==> config.mk <==
export PLATFORM = sky130hd
export DESIGN_NAME = uart_tx_arbiter_flat
export DESIGN_NICKNAME = d
export VERILOG_FILES = /design/src/rtl/uart_tx_arbiter_if.sv /design/src/rtl/uart_tx_arbiter.sv /design/src/flat_wrapper.sv
export SDC_FILE = /design/constraint.sdc
export NUM_CORES = 1
export LEC_CHECK = 0
export BUFFER_PORTS_ARGS = -buffer_cell sky130_fd_sc_hd__clkbuf_2
export CAP_MARGIN = 25
export CORE_AREA = 2 2 56 58
export CTS_CLUSTER_DIAMETER = 40
export DETAILED_ROUTE_END_ITERATION = 12
export DIE_AREA = 0 0 58 60
export GPL_TIMING_DRIVEN = 0
export HOLD_SLACK_MARGIN = 0.12
export PLACE_DENSITY_LB_ADDON = 0.05
export SETUP_SLACK_MARGIN = 0.4
export SYNTH_ARGS = -nofsm -noshare
export SYNTH_HDL_FRONTEND = slang
export SYNTH_SLANG_ARGS = --single-unit
==> constraint.sdc <==
create_clock -name clk -period 1.8 [get_ports clk]
set_input_delay 0.18 -clock clk [delete_from_list [all_inputs] [get_ports clk]]
set_output_delay 0.18 -clock clk [all_outputs]
set_load 0.05 [all_outputs]
==> src/rtl/uart_tx_arbiter_if.sv <==
// rtl/uart_tx_arbiter_if.sv - requester and TX FIFO write-side signal bundle for uart_tx_arbiter
interface uart_tx_arbiter_if #(
  parameter int NUM_REQ    = 4,
  parameter int DATA_WIDTH = 8
);
  localparam int GW = $clog2(NUM_REQ);

  logic [NUM_REQ-1:0]            req_valid;
  logic [NUM_REQ*DATA_WIDTH-1:0] req_data;
  logic [NUM_REQ-1:0]            req_last;
  logic [NUM_REQ-1:0]            req_ready;
  logic                          fifo_full;
  logic                          fifo_wr;
  logic [DATA_WIDTH-1:0]         fifo_wdata;
  logic [GW-1:0]                 grant_id;
  logic                          busy;

  modport slave (
    input  req_valid, req_data, req_last, fifo_full,
    output req_ready, fifo_wr, fifo_wdata, grant_id, busy
  );

  modport master (
    output req_valid, req_data, req_last, fifo_full,
    input  req_ready, fifo_wr, fifo_wdata, grant_id, busy
  );
endinterface

==> src/rtl/uart_tx_arbiter.sv <==
// rtl/uart_tx_arbiter.sv - round-robin arbiter sharing the UART TX FIFO write port
module uart_tx_arbiter #(
  parameter int NUM_REQ    = 4,
  parameter int DATA_WIDTH = 8,
  parameter int MAX_BURST  = 16,
  parameter int TIMEOUT    = 8
) (
  input  logic           clk,
  input  logic           rst,
  uart_tx_arbiter_if.slave bus
);
  localparam int GW = $clog2(NUM_REQ);
  localparam int BW = $clog2(MAX_BURST + 1);
  localparam int IW = $clog2(TIMEOUT + 1);

  typedef enum logic [0:0] {IDLE = 1'b0, XFER = 1'b1} state_t;

  state_t        state_q, state_d;
  logic [GW-1:0] ptr_q, ptr_d;
  logic [GW-1:0] grant_q, grant_d;
  logic [BW-1:0] beat_q, beat_d;
  logic [IW-1:0] idle_q, idle_d;

  logic [GW-1:0] pick;
  logic          found;
  logic          beat;

  always_ff @(posedge clk or negedge rst) begin
    if (!rst) begin
      state_q <= IDLE;
      ptr_q   <= GW'(NUM_REQ - 1);
      grant_q <= '0;
      beat_q  <= '0;
      idle_q  <= '0;
    end else begin
      state_q <= state_d;
      ptr_q   <= ptr_d;
      grant_q <= grant_d;
      beat_q  <= beat_d;
      idle_q  <= idle_d;
    end
  end

  // First valid requester strictly after the last owner, wrapping around.
  always_comb begin
    pick  = '0;
    found = 1'b0;
    for (int k = 1; k <= NUM_REQ; k++) begin
      if (!found && bus.req_valid[(int'(ptr_q) + k) % NUM_REQ]) begin
        found = 1'b1;
        pick  = GW'((int'(ptr_q) + k) % NUM_REQ);
      end
    end
  end

  always_comb begin
    state_d        = state_q;
    ptr_d          = ptr_q;
    grant_d        = grant_q;
    beat_d         = beat_q;
    idle_d         = idle_q;
    beat           = 1'b0;
    bus.req_ready  = '0;
    bus.fifo_wr    = 1'b0;
    bus.fifo_wdata = '0;

    case (state_q)
      XFER: begin
        bus.req_ready[grant_q] = ~bus.fifo_full;
        bus.fifo_wdata         = bus.req_data[int'(grant_q)*DATA_WIDTH +: DATA_WIDTH];
        beat                   = bus.req_valid[grant_q] & ~bus.fifo_full;
        bus.fifo_wr            = beat;
        if (beat) begin
          beat_d = beat_q + BW'(1);
          idle_d = '0;
          if (bus.req_last[grant_q] || (beat_q == BW'(MAX_BURST - 1))) begin
            state_d = IDLE;
            ptr_d   = grant_q;
          end
        end else if (!bus.req_valid[grant_q]) begin
          // A stall on fifo_full with valid held high keeps both counters frozen.
          idle_d = idle_q + IW'(1);
          if (idle_q == IW'(TIMEOUT - 1)) begin
            state_d = IDLE;
            ptr_d   = grant_q;
          end
        end
      end
      default: begin
        if (found) begin
          state_d = XFER;
          grant_d = pick;
          beat_d  = '0;
          idle_d  = '0;
        end
      end
    endcase
  end

  assign bus.grant_id = grant_q;
  assign bus.busy     = (state_q == XFER);

endmodule

==> src/flat_wrapper.sv <==
// flat-port wrapper written by rule: the top's interface ports become plain ports
module uart_tx_arbiter_flat 
#(
  parameter int NUM_REQ    = 4,
  parameter int DATA_WIDTH = 8,
  parameter int MAX_BURST  = 16,
  parameter int TIMEOUT    = 8
)
  (clk, rst, bus_req_valid, bus_req_data, bus_req_last, bus_fifo_full, bus_req_ready, bus_fifo_wr, bus_fifo_wdata, bus_grant_id, bus_busy);
  uart_tx_arbiter_if #(.NUM_REQ(NUM_REQ), .DATA_WIDTH(DATA_WIDTH)) bus_i ();
  input  logic clk;
  input  logic rst;
  input wire logic [$bits(bus_i.req_valid)-1:0] bus_req_valid;
  input wire logic [$bits(bus_i.req_data)-1:0] bus_req_data;
  input wire logic [$bits(bus_i.req_last)-1:0] bus_req_last;
  input wire logic [$bits(bus_i.fifo_full)-1:0] bus_fifo_full;
  output wire logic [$bits(bus_i.req_ready)-1:0] bus_req_ready;
  output wire logic [$bits(bus_i.fifo_wr)-1:0] bus_fifo_wr;
  output wire logic [$bits(bus_i.fifo_wdata)-1:0] bus_fifo_wdata;
  output wire logic [$bits(bus_i.grant_id)-1:0] bus_grant_id;
  output wire logic [$bits(bus_i.busy)-1:0] bus_busy;
  assign bus_i.req_valid = bus_req_valid;
  assign bus_i.req_data = bus_req_data;
  assign bus_i.req_last = bus_req_last;
  assign bus_i.fifo_full = bus_fifo_full;
  assign bus_req_ready = bus_i.req_ready;
  assign bus_fifo_wr = bus_i.fifo_wr;
  assign bus_fifo_wdata = bus_i.fifo_wdata;
  assign bus_grant_id = bus_i.grant_id;
  assign bus_busy = bus_i.busy;
  uart_tx_arbiter #(.NUM_REQ(NUM_REQ), .DATA_WIDTH(DATA_WIDTH), .MAX_BURST(MAX_BURST), .TIMEOUT(TIMEOUT)) u_core (.clk(clk), .rst(rst), .bus(bus_i));
endmodule
; ---- Yosys cells after proc, flatten, opt, wreduce, memory -nomap -nowiden
; Cells that the tools add are included.
[word_totals]
output_inout_bits = 16
elab_cells = 96
input_bits = 43
reg_bits = 14
[op_classes]
n_lt_le_gt_ge = 6
n_shift = 1
mux = 46
add_sub_neg = 6
n_eq_ne = 6
bitwise = 8
n_reduce_logical = 18
[op_table]
columns = operator, n
row1 = $shiftx A32 B6 Y8, 1
row2 = $mux W1, 22
row3 = $mux W4, 5
row4 = $lt A3 B4 Y1 const B, 4
row5 = $mux W2, 8
row6 = $mux W5, 3
row7 = $bmux W1 S2, 6
row8 = $mux W8, 1
row9 = $reduce_or A2 Y1, 4
row10 = $ne A2 B2 Y1 const B, 3
row11 = $reduce_and A2 Y1, 3
row12 = $add A5 B1 Y5 const B, 1
row13 = $eq A5 B4 Y1 const B, 1
row14 = $add A2 B1 Y2 const B, 2
row15 = $add A2 B2 Y2 const B, 2
row16 = $add A4 B1 Y4 const B, 1
row17 = $and A1 B1 Y1 const A, 4
row18 = $and A4 B4 Y4, 1
row19 = $eq A4 B3 Y1 const B, 1
row20 = $logic_and A1 B1 Y1, 4
row21 = $reduce_and A4 Y1, 1
row22 = $reduce_bool A2 Y1, 2
row23 = $logic_not A1 Y1, 3
row24 = $lt A2 B3 Y1 const B, 1
row25 = 6 further kinds, 7

; ---- Depth between registers and ports, before layout
[logic_depth]
depth_word = 18
mapped_depth = 7
depth_no_buf = 6

; ---- Least setup slack after synthesis
; No wires, ideal clock.
[synth_timing]
path_kind = register to output
from = reg u_core.grant_q[0], in the netlist u_core.bus.grant_id[0]
to = out bus_req_ready[0]
path_buffers = 2
required_ns = 1.620
stages_incl_launch_ff = 4
arrival_time_ns = 2.535
path_slack_ns = -0.915
path_cell_list = dfrtp_1 > buf_2 > buf_2 > nor4_1
[synth_via]
elab_chain_cells = 6
elab_cells_between_ends = 7
classes_between = order compare: 2 / mux: 3 / bitwise: 1 / reduce/logical: 1
[synth_rtl]
columns = item, line_no
row1 = start: declaration, uart_tx_arbiter.sv:20  ; logic [GW-1:0] grant_q, grant_d;
row2 = start signal: assignment, uart_tx_arbiter.sv:38  ; grant_q <= grant_d;
row3 = $lt A2 B3 Y1 (implied by the code) / $ge A2 B1 Y1 (equally long branches), uart_tx_arbiter.sv:69  ; bus.req_ready[grant_q] = ~bus.fifo_full;
row4 = $logic_and A1 B1 Y1 (implied by the code), uart_tx_arbiter.sv:69
row5 = $mux W1 (implied by the code), uart_tx_arbiter.sv:69
row6 = $demux W1 S2 *, --
row7 = $and A4 B4 Y4 (no source line) *, --
row8 = $mux W4 *, uart_tx_arbiter.sv:67  ; case (state_q)
row9 = end: declaration, flat_wrapper.sv:17  ; output wire logic [$bits(bus_i.req_ready)-1:0] bus_req_ready;
; Mark *: on every way between the ends. The rest lies on a longest branch, timed or not.

; ---- Worst setup path after layout
[layout_timing]
from = reg u_core.grant_q[1], in the netlist u_core.bus.grant_id[1]
to = out bus_fifo_wr
[layout_via]
elab_chain_cells = 4
[layout_rtl]
columns = item, line_no
row1 = $bmux W1 S2, uart_tx_arbiter.sv:71  ; beat = bus.req_valid[grant_q] & ~bus.fifo_full;
row2 = $mux W1 (implied by the code), uart_tx_arbiter.sv:71
row3 = $and A1 B1 Y1, uart_tx_arbiter.sv:71
row4 = $mux W1, uart_tx_arbiter.sv:67
row5 = end: declaration, flat_wrapper.sv:18  ; output wire logic [$bits(bus_i.fifo_wr)-1:0] bus_fifo_wr;
; No other way between the ends. The select of a mux whose other input is x is not followed.

==> key figures <==
Status
  • Status: complete, but fails checks
  • Failing checks: negative setup slack

Timing
  • Fin crit share: 110%
  • Final min period: 1990 ps
  • Fmax: 503 MHz
  • Setup ws final: -186 ps
  • Worst Max-Slew Pin Slew: 557 ps
  • Setup_tns: -1520 ps
  • Number of max-slew violations in the final report: 0
  • Final setup violation count: 16
  • Unrepaired setup endpoints after global routing: yes
  • Final hold vios: 0
  • Clk_skew: 4.32 ps
  • Relative slew slack: 62.5%

Floorplanning
  • Total die area: 0.00348 mm^2
  • Die X: 58 um
  • FP Rows: 20
  • CORE AREA: 0.00290 mm^2
  • IO Pins: 59
  • Die height: 60 um
  • Initial Utilization: 39.6%

Drt
  • DRT iter0 DRCs: 43
  • Routed wl met2: 1700 um
  • Total routed wirelength: 3230 um
  • Wire length on met1: 1410 um
  • Met3 WL: 114 um
  • Avg WL per Cell: 14.5 um
  • Via count: 1193
  • Via density: 5.35
  • DR pass1 iterations: 4
  • ANT nets after route: 0
  • Uppermost layer routed: met3
  • # DRC: 0

Final layout
  • Register area: 357 um^2
  • Design area: 0.00198 mm^2
  • Layout cells sized above 1: 65.3%
  • Inserted Diodes: 0
  • Non-filler cells, final: 223
  • Multi-input logic area: 828 um^2
  • Syn-to-layout area delta: 71.8%
  • Fillcell total: 227
  • Nets: 237

Clock network
  • CTS Sinks: 14
  • Total CTS buffers: 3
  • Clock buffer depth: 2
  • H-tree depth: 1
  • CTS tree: built
  • Worst-path clk slew: 90 ps
  • Clock latency on the worst-skew pair: 290 ps
  • Root Driver: clkbuf_4

Synth
  • Most used DFF post-synth: dfrtp_1
  • Synth top cells by count: dfrtp_1 (12), nand2_1 (12), and2_1 (9), o21ai_0 (9), mux4_2 (7)
  • Count of cell types in the netlist: 36
  • Fraction of registers with async set/reset: 100%
  • Ranking of synthesized cells by area: dfrtp_1 (26%), mux4_2 (14%), mux4_1 (6.9%)
  • Number of synthesized flops with an enable pin: 0
  • Synthesized Nets: 158
  • Post-Synthesis Cells: 112
  • Synth top area share: 26.1%
  • Synth Area per Inst: 10.3 um^2
  • Mapped cell area: 0.00115 mm^2
  • Area leader, netlist: dfrtp_1
  • Yosys warnings: 0
  • Seq/Total Area, Yosys: 30.7%
  • Seq cells post-synth: 14

Power and ir drop
  • Power Total: 3.37 mW
  • Pleak: 0.951 nW
  • Max VDD drop: 1430 uV
  • PwrDens: 1710 mW/mm^2

Setup path
  • Crit path arrival time: 1810 ps
  • CP endpoint kind: output port
  • Largest stage delay, worst path: 540 ps
  • Crit-path max FO: 3
  • Worst Path Required: 1620 ps
  • Crit-path cells: buf_6, mux4_2, buf_8, nand2_8, clkinvlp_4, clkbuf_16
  • Slowest-stage cell, CP: mux4_2
  • Setup CP Type: reg2out
  • Startpoint class of the critical path: flop

Place
  • Setup WS pre-CTS: -96.9 ps
  • Post-DP Area: 0.00159 mm^2
  • Post-DP HPWL: 2260 um
  • Inst Count DP: 203
  • RD Place Congestion: 0.750
  • Port bufs: 58

Global route
  • Global-route wire length before repair: 5050 um
  • Gr ovfl total: 0
  • Vias in the first global route: 1127
  • Antenna violations before repair: 0
  • GRT Overall Usage: 19.1%
  • Largest net degree at the start of global routing: 15

Min path
  • Min-delay worst type: in2reg

Flow run
  • Max Cap Violations: 0
## worst paths after layout
path                            slack [ps]  depth (start not counted)                                  to                               start
worst max-delay path                  -190                          6                         bus_fifo_wr  u_core.bus.grant_id[1]$_DFFE_PN0P_
worst min-delay path                   280                          3  u_core.bus.grant_id[1]$_DFFE_PN0P_                    bus_req_valid[2]
worst max register to register        -160                          7         u_core.ptr_q[1]$_DFFE_PN1P_  u_core.bus.grant_id[1]$_DFFE_PN0P_
worst min register to register         500                          1        u_core.beat_q[2]$_DFFE_PN0P_        u_core.beat_q[2]$_DFFE_PN0P_
max in group asynchronous             1160                          2         u_core.ptr_q[0]$_DFFE_PN1P_                                 rst
min in group asynchronous              330                          2        u_core.idle_q[0]$_DFFE_PN0P_                                 rst
## kinds of logic after synthesis
logic type,count (synthesis),synth area share [%]
flops,14,30.7
mux,18,28.0
buf+inv,13,5.88
compound gates,22,11.9
simple gates,41,19.6
xor+xnor,1,0.762
fa+ha+maj,3,3.26
## cell usage in the layout, fill, tap and decap left out, drive strengths merged, types with 2 or more instances in the layout
| master | count |
|---|---|
| nor2b | 2 |
| mux4 | 10 |
| ha | 3 |
| and3 | 2 |
| nand2 | 12 |
| inv | 5 |
| a21oi | 4 |
| buf | 30 |
| o22ai | 2 |
| dfstp | 2 |
| mux2i | 4 |
| o21ai | 10 |
| mux2 | 4 |
| nor3 | 2 |
| and2 | 9 |
| dfrtp | 12 |
| nor4 | 2 |
| nand3 | 5 |
| nor2 | 3 |
| clkbuf | 54 |
## sequential cells by signal (all words and copies together), names as in the netlist
| register | flops |
|---|---|
| u_core.idle_q | 4 |
| u_core.bus.busy | 1 |
| u_core.bus.grant_id | 2 |
| u_core.beat_q | 5 |
| u_core.ptr_q | 2 |
## layer usage
metal,track usage (%),up-vias
li1,-,570
met1,24.3,594
met2,33.6,29
met3,4.76,0
met4,2.66,0
met5,0,-
## critical path: cells and delay by family (launching register included)
kind / cells / cell delay [ps]
buffers and inverters: 4 / 530
AND/OR/NAND/NOR: 1 / 70
multiplexers: 1 / 540
flip-flops: 1 / 380
## power by group
group	switching, mW	total (mW)	internal, mW
Sequential	0.108	0.543	0.435
Combinational	1.27	2.59	1.31
Clock	0.116	0.239	0.123
## final cells by class
cell class              instances  share of cell area [%]
inverters                       6                    1.33
flip-flops and latches         14                    18.0
multi-input cells              85                    41.9
well taps                      33                    2.09
repair buffers                 74                    31.0
plain buffers                   7                    3.74
clock buffers                   4                    1.84
## metrics by stage
stage | hold slack, ps | utilization, %
6_report | 277 | 68.1
4_1_cts | 256 | 64.5
5_1_grt | 285 | 68.1
2_1_floorplan | -116 | -
3_3_place_gp | 121 | 54.8
3_5_place_dp | 118 | 54.8
## repair_timing
action / CTS / global route
gates cloned: 0 / 0
hold endpoints to repair: 14 / 0
gates resized for setup: 34 / 24
setup buffers: 9 / 6
hold buffers: 1 / 0
pin swaps: 2 / 0
endpoints found under the setup margin: 25 / 25
Power figures use the tool's default switching activity.
